`config.mk`:
```
export PLATFORM = sky130hd
export DESIGN_NAME = fifo_uart_tx
export DESIGN_NICKNAME = d
export VERILOG_FILES = /design/src/rtl/fifo_uart_tx.sv
export SDC_FILE = /design/constraint.sdc
export NUM_CORES = 1
export LEC_CHECK = 0
export CAP_MARGIN = 20
export CORE_MARGIN = 2
export CORE_UTILIZATION = 53
export DETAILED_ROUTE_END_ITERATION = 7
export PLACE_DENSITY = 0.8
export SLEW_MARGIN = 10
export SYNTH_ARGS = -nofsm -noshare
export SYNTH_HDL_FRONTEND = slang
export SYNTH_SLANG_ARGS = --single-unit
export TNS_END_PERCENT = 20
```
`constraint.sdc`:
```
create_clock -name clk -period 2.7 [get_ports clk]
set_input_delay 0.27 -clock clk [delete_from_list [all_inputs] [get_ports clk]]
set_output_delay 0.27 -clock clk [all_outputs]
set_load 0.01 [all_outputs]
```
`src/rtl/fifo_uart_tx.sv`:
```
// fifo_uart_tx: drains a show-ahead FIFO onto a UART line.
// Each popped word is sent as 1 start bit, DBIT data bits (LSB first)
// and SB_TICK/16 stop bits, timed by an internal 16x oversampling tick.
// Optional feature: define FIFO_UART_TX_PARITY_EN to insert an even-parity
// bit between the data bits and the stop bit(s).
module fifo_uart_tx #(
  parameter int DBIT    = 8,
  parameter int SB_TICK = 16,
  parameter int DVSR    = 163,
  parameter int DVSR_W  = 8
) (
  input  logic            clk,
  input  logic            reset,
  input  logic            tx_enable,
  input  logic            fifo_empty,
  input  logic [DBIT-1:0] fifo_data,
  output logic            fifo_rd,
  output logic            tx,
  output logic            tx_busy,
  output logic            tx_done_tick
);

  // The tick counter s covers 16 ticks per bit and also the stop period.
  localparam int SB_W = (SB_TICK > 1) ? $clog2(SB_TICK) : 1;
  localparam int S_W  = (SB_W > 4) ? SB_W : 4;
  localparam int N_W  = (DBIT > 1) ? $clog2(DBIT) : 1;

`ifdef FIFO_UART_TX_PARITY_EN
  typedef enum logic [2:0] {IDLE, START, DATA, PARITY, STOP} state_t;
`else
  typedef enum logic [1:0] {IDLE, START, DATA, STOP} state_t;
`endif

  state_t            state, state_n;
  logic [DVSR_W-1:0] baud, baud_n;
  logic              tick;
  logic [S_W-1:0]    s, s_n;
  logic [N_W-1:0]    n, n_n;
  logic [DBIT-1:0]   shreg, shreg_n;
  logic              tx_n;
`ifdef FIFO_UART_TX_PARITY_EN
  logic              par, par_n;
`endif

  // Baud tick fires on the last clk of each oversampling period; it is
  // suppressed in IDLE so every frame starts on a fresh period.
  assign tick    = (state != IDLE) && (baud == DVSR_W'(DVSR - 1));
  assign tx_busy = (state != IDLE);

  // Baud counter: held at 0 in IDLE, otherwise wraps at DVSR-1.
  always_comb begin
    baud_n = '0;
    if (state != IDLE && !tick) begin
      baud_n = baud + DVSR_W'(1);
    end
  end

  // Next-state, pop strobe, done pulse and next line level.
  always_comb begin
    state_n      = state;
    s_n          = s;
    n_n          = n;
    shreg_n      = shreg;
    fifo_rd      = 1'b0;
    tx_done_tick = 1'b0;
`ifdef FIFO_UART_TX_PARITY_EN
    par_n        = par;
`endif
    case (state)
      IDLE: begin
        // Pop is gated by reset so a word is never consumed and then dropped.
        if (tx_enable && !fifo_empty && !reset) begin
          fifo_rd = 1'b1;
          shreg_n = fifo_data;
`ifdef FIFO_UART_TX_PARITY_EN
          par_n   = ^fifo_data;
`endif
          s_n     = '0;
          n_n     = '0;
          state_n = START;
        end
      end
      START: begin
        if (tick) begin
          if (s == S_W'(15)) begin
            s_n     = '0;
            n_n     = '0;
            state_n = DATA;
          end else begin
            s_n = s + S_W'(1);
          end
        end
      end
      DATA: begin
        if (tick) begin
          if (s == S_W'(15)) begin
            s_n     = '0;
            shreg_n = shreg >> 1;
            if (n == N_W'(DBIT - 1)) begin
`ifdef FIFO_UART_TX_PARITY_EN
              state_n = PARITY;
`else
              state_n = STOP;
`endif
            end else begin
              n_n = n + N_W'(1);
            end
          end else begin
            s_n = s + S_W'(1);
          end
        end
      end
`ifdef FIFO_UART_TX_PARITY_EN
      PARITY: begin
        if (tick) begin
          if (s == S_W'(15)) begin
            s_n     = '0;
            state_n = STOP;
          end else begin
            s_n = s + S_W'(1);
          end
        end
      end
`endif
      STOP: begin
        if (tick) begin
          if (s == S_W'(SB_TICK - 1)) begin
            s_n          = '0;
            tx_done_tick = !reset;
            state_n      = IDLE;
          end else begin
            s_n = s + S_W'(1);
          end
        end
      end
      default: state_n = IDLE;
    endcase

    // Line level is decided from the next state so tx can be registered
    // and still change in the same cycle as the state does.
    tx_n = 1'b1;
    case (state_n)
      IDLE:    tx_n = 1'b1;
      START:   tx_n = 1'b0;
      DATA:    tx_n = shreg_n[0];
`ifdef FIFO_UART_TX_PARITY_EN
      PARITY:  tx_n = par_n;
`endif
      STOP:    tx_n = 1'b1;
      default: tx_n = 1'b1;
    endcase
  end

  // Control registers: state, counters and the glitch-free line driver.
  always_ff @(posedge clk) begin
    if (reset) begin
      state <= IDLE;
      baud  <= '0;
      s     <= '0;
      n     <= '0;
      tx    <= 1'b1;
    end else begin
      state <= state_n;
      baud  <= baud_n;
      s     <= s_n;
      n     <= n_n;
      tx    <= tx_n;
    end
  end

  // Data registers: only meaningful once loaded by a pop, so left unreset.
  always_ff @(posedge clk) begin
    shreg <= shreg_n;
`ifdef FIFO_UART_TX_PARITY_EN
    par   <= par_n;
`endif
  end

endmodule

```
---- After elaboration in Yosys (flattened, before gate mapping) ----
Cells that the tools add are included.
word-level totals
  input bits .............................. 12
  memory bits (read-only) ................. 0
  memories kept ........................... 0
  latch bits .............................. 0
  memory bits (writable) .................. 0
  word-level logic and storage cells ...... 75
  register bits after elaboration ......... 26
cells by class
  equal/unequal tests ..................... 16
  reduce and logical (&&, ||, !) cells .... 18
  shifts and indexed selects .............. 0
  add/subtract/negate cells ............... 3
  bitwise gates (word level) .............. 1
  $mul .................................... 0
  div/mod/pow operators ................... 0
  mux-type cells .......................... 30
  $lt $le $gt $ge ......................... 0
operators with widths
  cell                   number
  $mux W8                3
  $mux W3                6
  $mux W2                8
  $pmux W8 S2            1
  $mux W4                3
  $ne A2 B2 Y1 const B   6
  $pmux W3 S3            1
  $add A8 B1 Y8 const B  1
  $eq A2 B2 Y1 const B   4
  $eq A8 B8 Y1 const B   1
  $pmux W2 S4            1
  $pmux W4 S2            1
  $reduce_and A7 Y1      1
  $mux W1                5
  $add A4 B1 Y4 const B  1
  $eq A2 B1 Y1 const B   2
  $eq A4 B4 Y1 const B   1
  $logic_and A1 B1 Y1    4
  $logic_not A2 Y1       2
  $reduce_and A4 Y1      1
  $reduce_bool A2 Y1     2
  $reduce_or A2 Y1       2
  $add A3 B1 Y3 const B  1
  $eq A3 B3 Y1 const B   1
  other kinds (7)        9

---- Depth between registers and ports, before layout ----
  depth in word-level cells ............... 8
  mapped depth ............................ 7

---- Least setup slack after synthesis ----
Ideal clock, no wire load.
  path type ............................... flip-flop to flip-flop
  from .................................... register baud[0]
  to ...................................... register shreg[1], enable pin
  data arrival time ....................... 1586 ps
  required time ........................... 2327 ps
  path slack .............................. 741 ps
  stages on the path, launching flop included .. 8
  path buffers ............................ 0
  library setup time ...................... 373 ps
  cells stage by stage .................... dfxtp_1 -> inv_1 -> ha_1 -> nor4b_4 -> nand2_1 -> nor2_1 -> nand2_1 -> a21oi_1
between the ends
  longest elaborated chain between the ends .. 4
RTL lines
  what                         RTL line  text
  start: declaration           35        logic [DVSR_W-1:0] baud, baud_n;
  start signal: assignment     164       baud <= baud_n;
  $eq A8 B8 Y1                 47        assign tick = (state != IDLE) && (baud == DVSR_W'(DVSR - 1));
  $logic_and A1 B1 Y1          47
  $ne A2 B2 Y1 (no line)       -
  $reduce_and A4 Y1 (no line)  -
  end signal: assignment       173       shreg <= shreg_n;
  end: declaration             39        logic [DBIT-1:0] shreg, shreg_n;
Every way passes these cells.
A chain may end at the register's enable or synchronous reset.

---- Final worst setup path ----
  from .................................... register baud[0]
  to ...................................... output port tx_done_tick
between the ends
  longest elaborated chain between the ends .. 4
RTL lines
  what                 RTL line  text
  $eq A8 B8 Y1         47
  $logic_and A1 B1 Y1  47
  $mux W1              126       if (tick) begin
  $mux W1              69        case (state)
  end: declaration     20        output logic tx_done_tick
Every way passes these cells.

==> results.md <==
- Outcome: complete, no violations
- Buffers on Ports: 15
- CP Max Fanout: 7
- RSZ-0062 raised after global routing: no
- Mapped Cells: 134
- F_max: slightly above 400 MHz
- # nets final: 171
- H-tree depth: 1
- Post-Syn Area: 1260 sq um
- Worst Max-Slew Pin Slew: 445 ps
- Hold path depth: 1
- CTS Buffer Depth: 2
- Clock power share: 0.352
- Die Y: between 50 and 60 um
- CTS Buf Count: 3
- Switch Pwr: between 0.15 and 0.2 mW
- Seq/Total Area, Yosys: 0.470
- WHS Endpoint: baud[0]
- Detailed-route via count: ~1.1k
- Tot Pwr: 0.752 mW
- Yosys warns: 0
- WP data arrival: 2210 ps
- Rel. slew slack: 0.702
- Post-route setup slack: 217 ps
- EDFF count, synth: 7
- R2r endpoint: shreg[6]
- FF+latch count, synth: 26
- Ys async rst share: 0
- Reg2reg start: baud[0]
- Fin util: 0.675
- I/O pin cnt: 16
- DP Worst Slack: 549 ps
- Critical path origin: baud[0]
- Hold WC Path Type: reg -> reg
- Gate power share: 0.095
- Pin count of the biggest net entering global routing: 16
- Setup TNS: 0 ps
- DP HPWL: between 1500 and 2000 um
- First-pass GRT wire length: 4610 um
- Tcrit/Tclk final: 0.919
- WL final: 2680 um
- 1st-iter DRT viols: 23
- N_diodes: 0
- Switching share of power: 0.206
- Max cap viols: 0
- Ys flop type: dfxtp_1
- Width of the die: about 53 um
- Static Leak: 0.563 nW
- Distinct cells, synth: 30
- Post-CTS Hold Fix Bufs: 0
- Gr usage total: 0.233
- Skew final: 1.12 ps
- CTS tree: built
- CTS Root Cell: clkbuf_4
- Hold Vio Cnt, Final: 0
- CP startpoint kind: flip-flop
- Syn avg cell area: 9.37 sq um
- CP Class: reg -> out
- Hold slack final: 476 ps
- Layout cells sized above 1: 0.0719
- Syn_nets: 151
- Clk sinks: 26
- Worst skew pair latency: 320 ps
- Total grt overflow: 0
- Minimum clock period after layout: 2480 ps
- Reg power frac: 0.554
- R2R setup slack: 670 ps
- Cell Int Power: 0.597 mW
- Initial core utilization: 0.562
- Critical Path End Type: primary output
- Die ar.: 2780 sq um
- Pre-antenna DRT Iters: 4
- Clock transition at path regs: 140 ps
- Initial antenna violation count: 0
- # Post-CTS Setup Buffers: 0
- Area delta synth->final: 20.0%
- Antenna Nets Post-Route: 0
- Finish-stage setup viols: 0
- Drt drc: 0
- Cells on worst reg2reg path: 8
- Routability cong.: 0.832
- Maximum VDD drop: just under 0.3 mV
- Pwr/cell area: 499 nW/um^2
- Core area: ~2200 sq um
- CP required: 2430 ps
- Vias in the first global route: 1023
- # rows: 17
- Max-slew violations: 0
- Post-DR wirelength/cell: 14.8 um
- CTS resizes: 0
- Hold path start: baud[0]
- Drt via density: 5.83
-- power groups by stage --
| stage | Clock (mW) | Sequential (mW) | Combinational, mW |
|---|---|---|---|
| final | 0.265 | 0.417 | 0.0711 |
| after global routing | 0.283 | 0.418 | 0.0781 |
| after CTS | 0.269 | 0.417 | 0.0711 |
| after detailed placement | 0 | 0.425 | 0.0709 |
| after global placement | 0 | 0.425 | 0.0674 |
| after floorplan | 0 | 0.423 | 0.0384 |
-- Yosys cell counts (all sizes together) (4+ instances only) --
master  number  area (sq um)
edfxtp       7           210
nor2        21          78.8
a22o         6          52.6
nand3       10          55.1
ha           5          62.6
and3         5          31.3
nand4        5          31.3
xor2         4          35.0
a21oi        9          45.0
o21ai        5          25.0
nand2        8          30.0
dfxtp       19           380
inv          6          22.5
-- flip-flops by register name, indices dropped and copies added, names as in the netlist --
| register | count |
|---|---|
| tx | 1 |
| state | 2 |
| shreg | 8 |
| baud | 8 |
| s | 4 |
| n | 3 |
-- logic make-up after synthesis --
| family | Yosys count | share of synthesized area |
|---|---|---|
| buf+inv | 10 | 0.0309 |
| simple gates | 57 | 0.237 |
| xor+xnor | 7 | 0.0488 |
| mux | 2 | 0.0159 |
| flops | 26 | 0.470 |
| fa+ha+maj | 5 | 0.0498 |
| compound gates | 27 | 0.147 |
-- how the worst max path moves through the flow --
| stage | to | slack, ps | depth (start not counted) |
|---|---|---|---|
| floorplan | shreg[1] | 740 | 7 |
| global placement | tx_done_tick | 590 | 6 |
| detailed placement | fifo_rd | 550 | 5 |
| CTS | tx_done_tick | 190 | 6 |
| global route | tx_done_tick | 100 | 6 |
| finish | tx_done_tick | 220 | 6 |
-- cell usage in the layout, fill, tap and decap left out, drive strengths merged, types with 3 or more instances in the layout --
cell / Yosys / layout
a21oi: 9 / 9
a22o: 6 / 6
and3: 5 / 5
buf: 1 / 4
clkbuf: 3 / 3
clkdlybuf4s50: 0 / 15
dfxtp: 19 / 19
edfxtp: 7 / 7
ha: 5 / 5
inv: 6 / 6
nand2: 8 / 8
nand3: 10 / 10
nand4: 5 / 5
nor2: 21 / 21
o21ai: 5 / 5
xnor2: 3 / 3
xor2: 4 / 4
-- critical path, cell delays in order (launching register included) --
cell and delay [ps]:
dfxtp_1 360, inv_1 60, ha_1 150, nor4b_4 400, nand4_1 210, nor3_1 160
clkdlybuf4s50_1 560
-- metrics by stage --
step                instances  cell area (sq um)
floorplan                 134               1260
global placement          177               1460
detailed placement        177               1460
CTS                       181               1510
global route              181               1510
finish                    181               1510
-- area by class of cell --
type	count	area, sq um
flip-flops and latches	26	591
clock buffers	3	22.5
repair buffers	19	180
inverters	6	22.5
multi-input cells	98	627
clock inverters	1	30.0
fillers	187	726
well taps	28	35.0
-- layer usage --
metal,part of all wire,global-route usage
met2,0.53,0.400
met1,0.41,0.281
met3,0.037,0.0257
met5,0,0
met4,0.020,0.128
No activity file was read; power rests on OpenSTA's default activity.
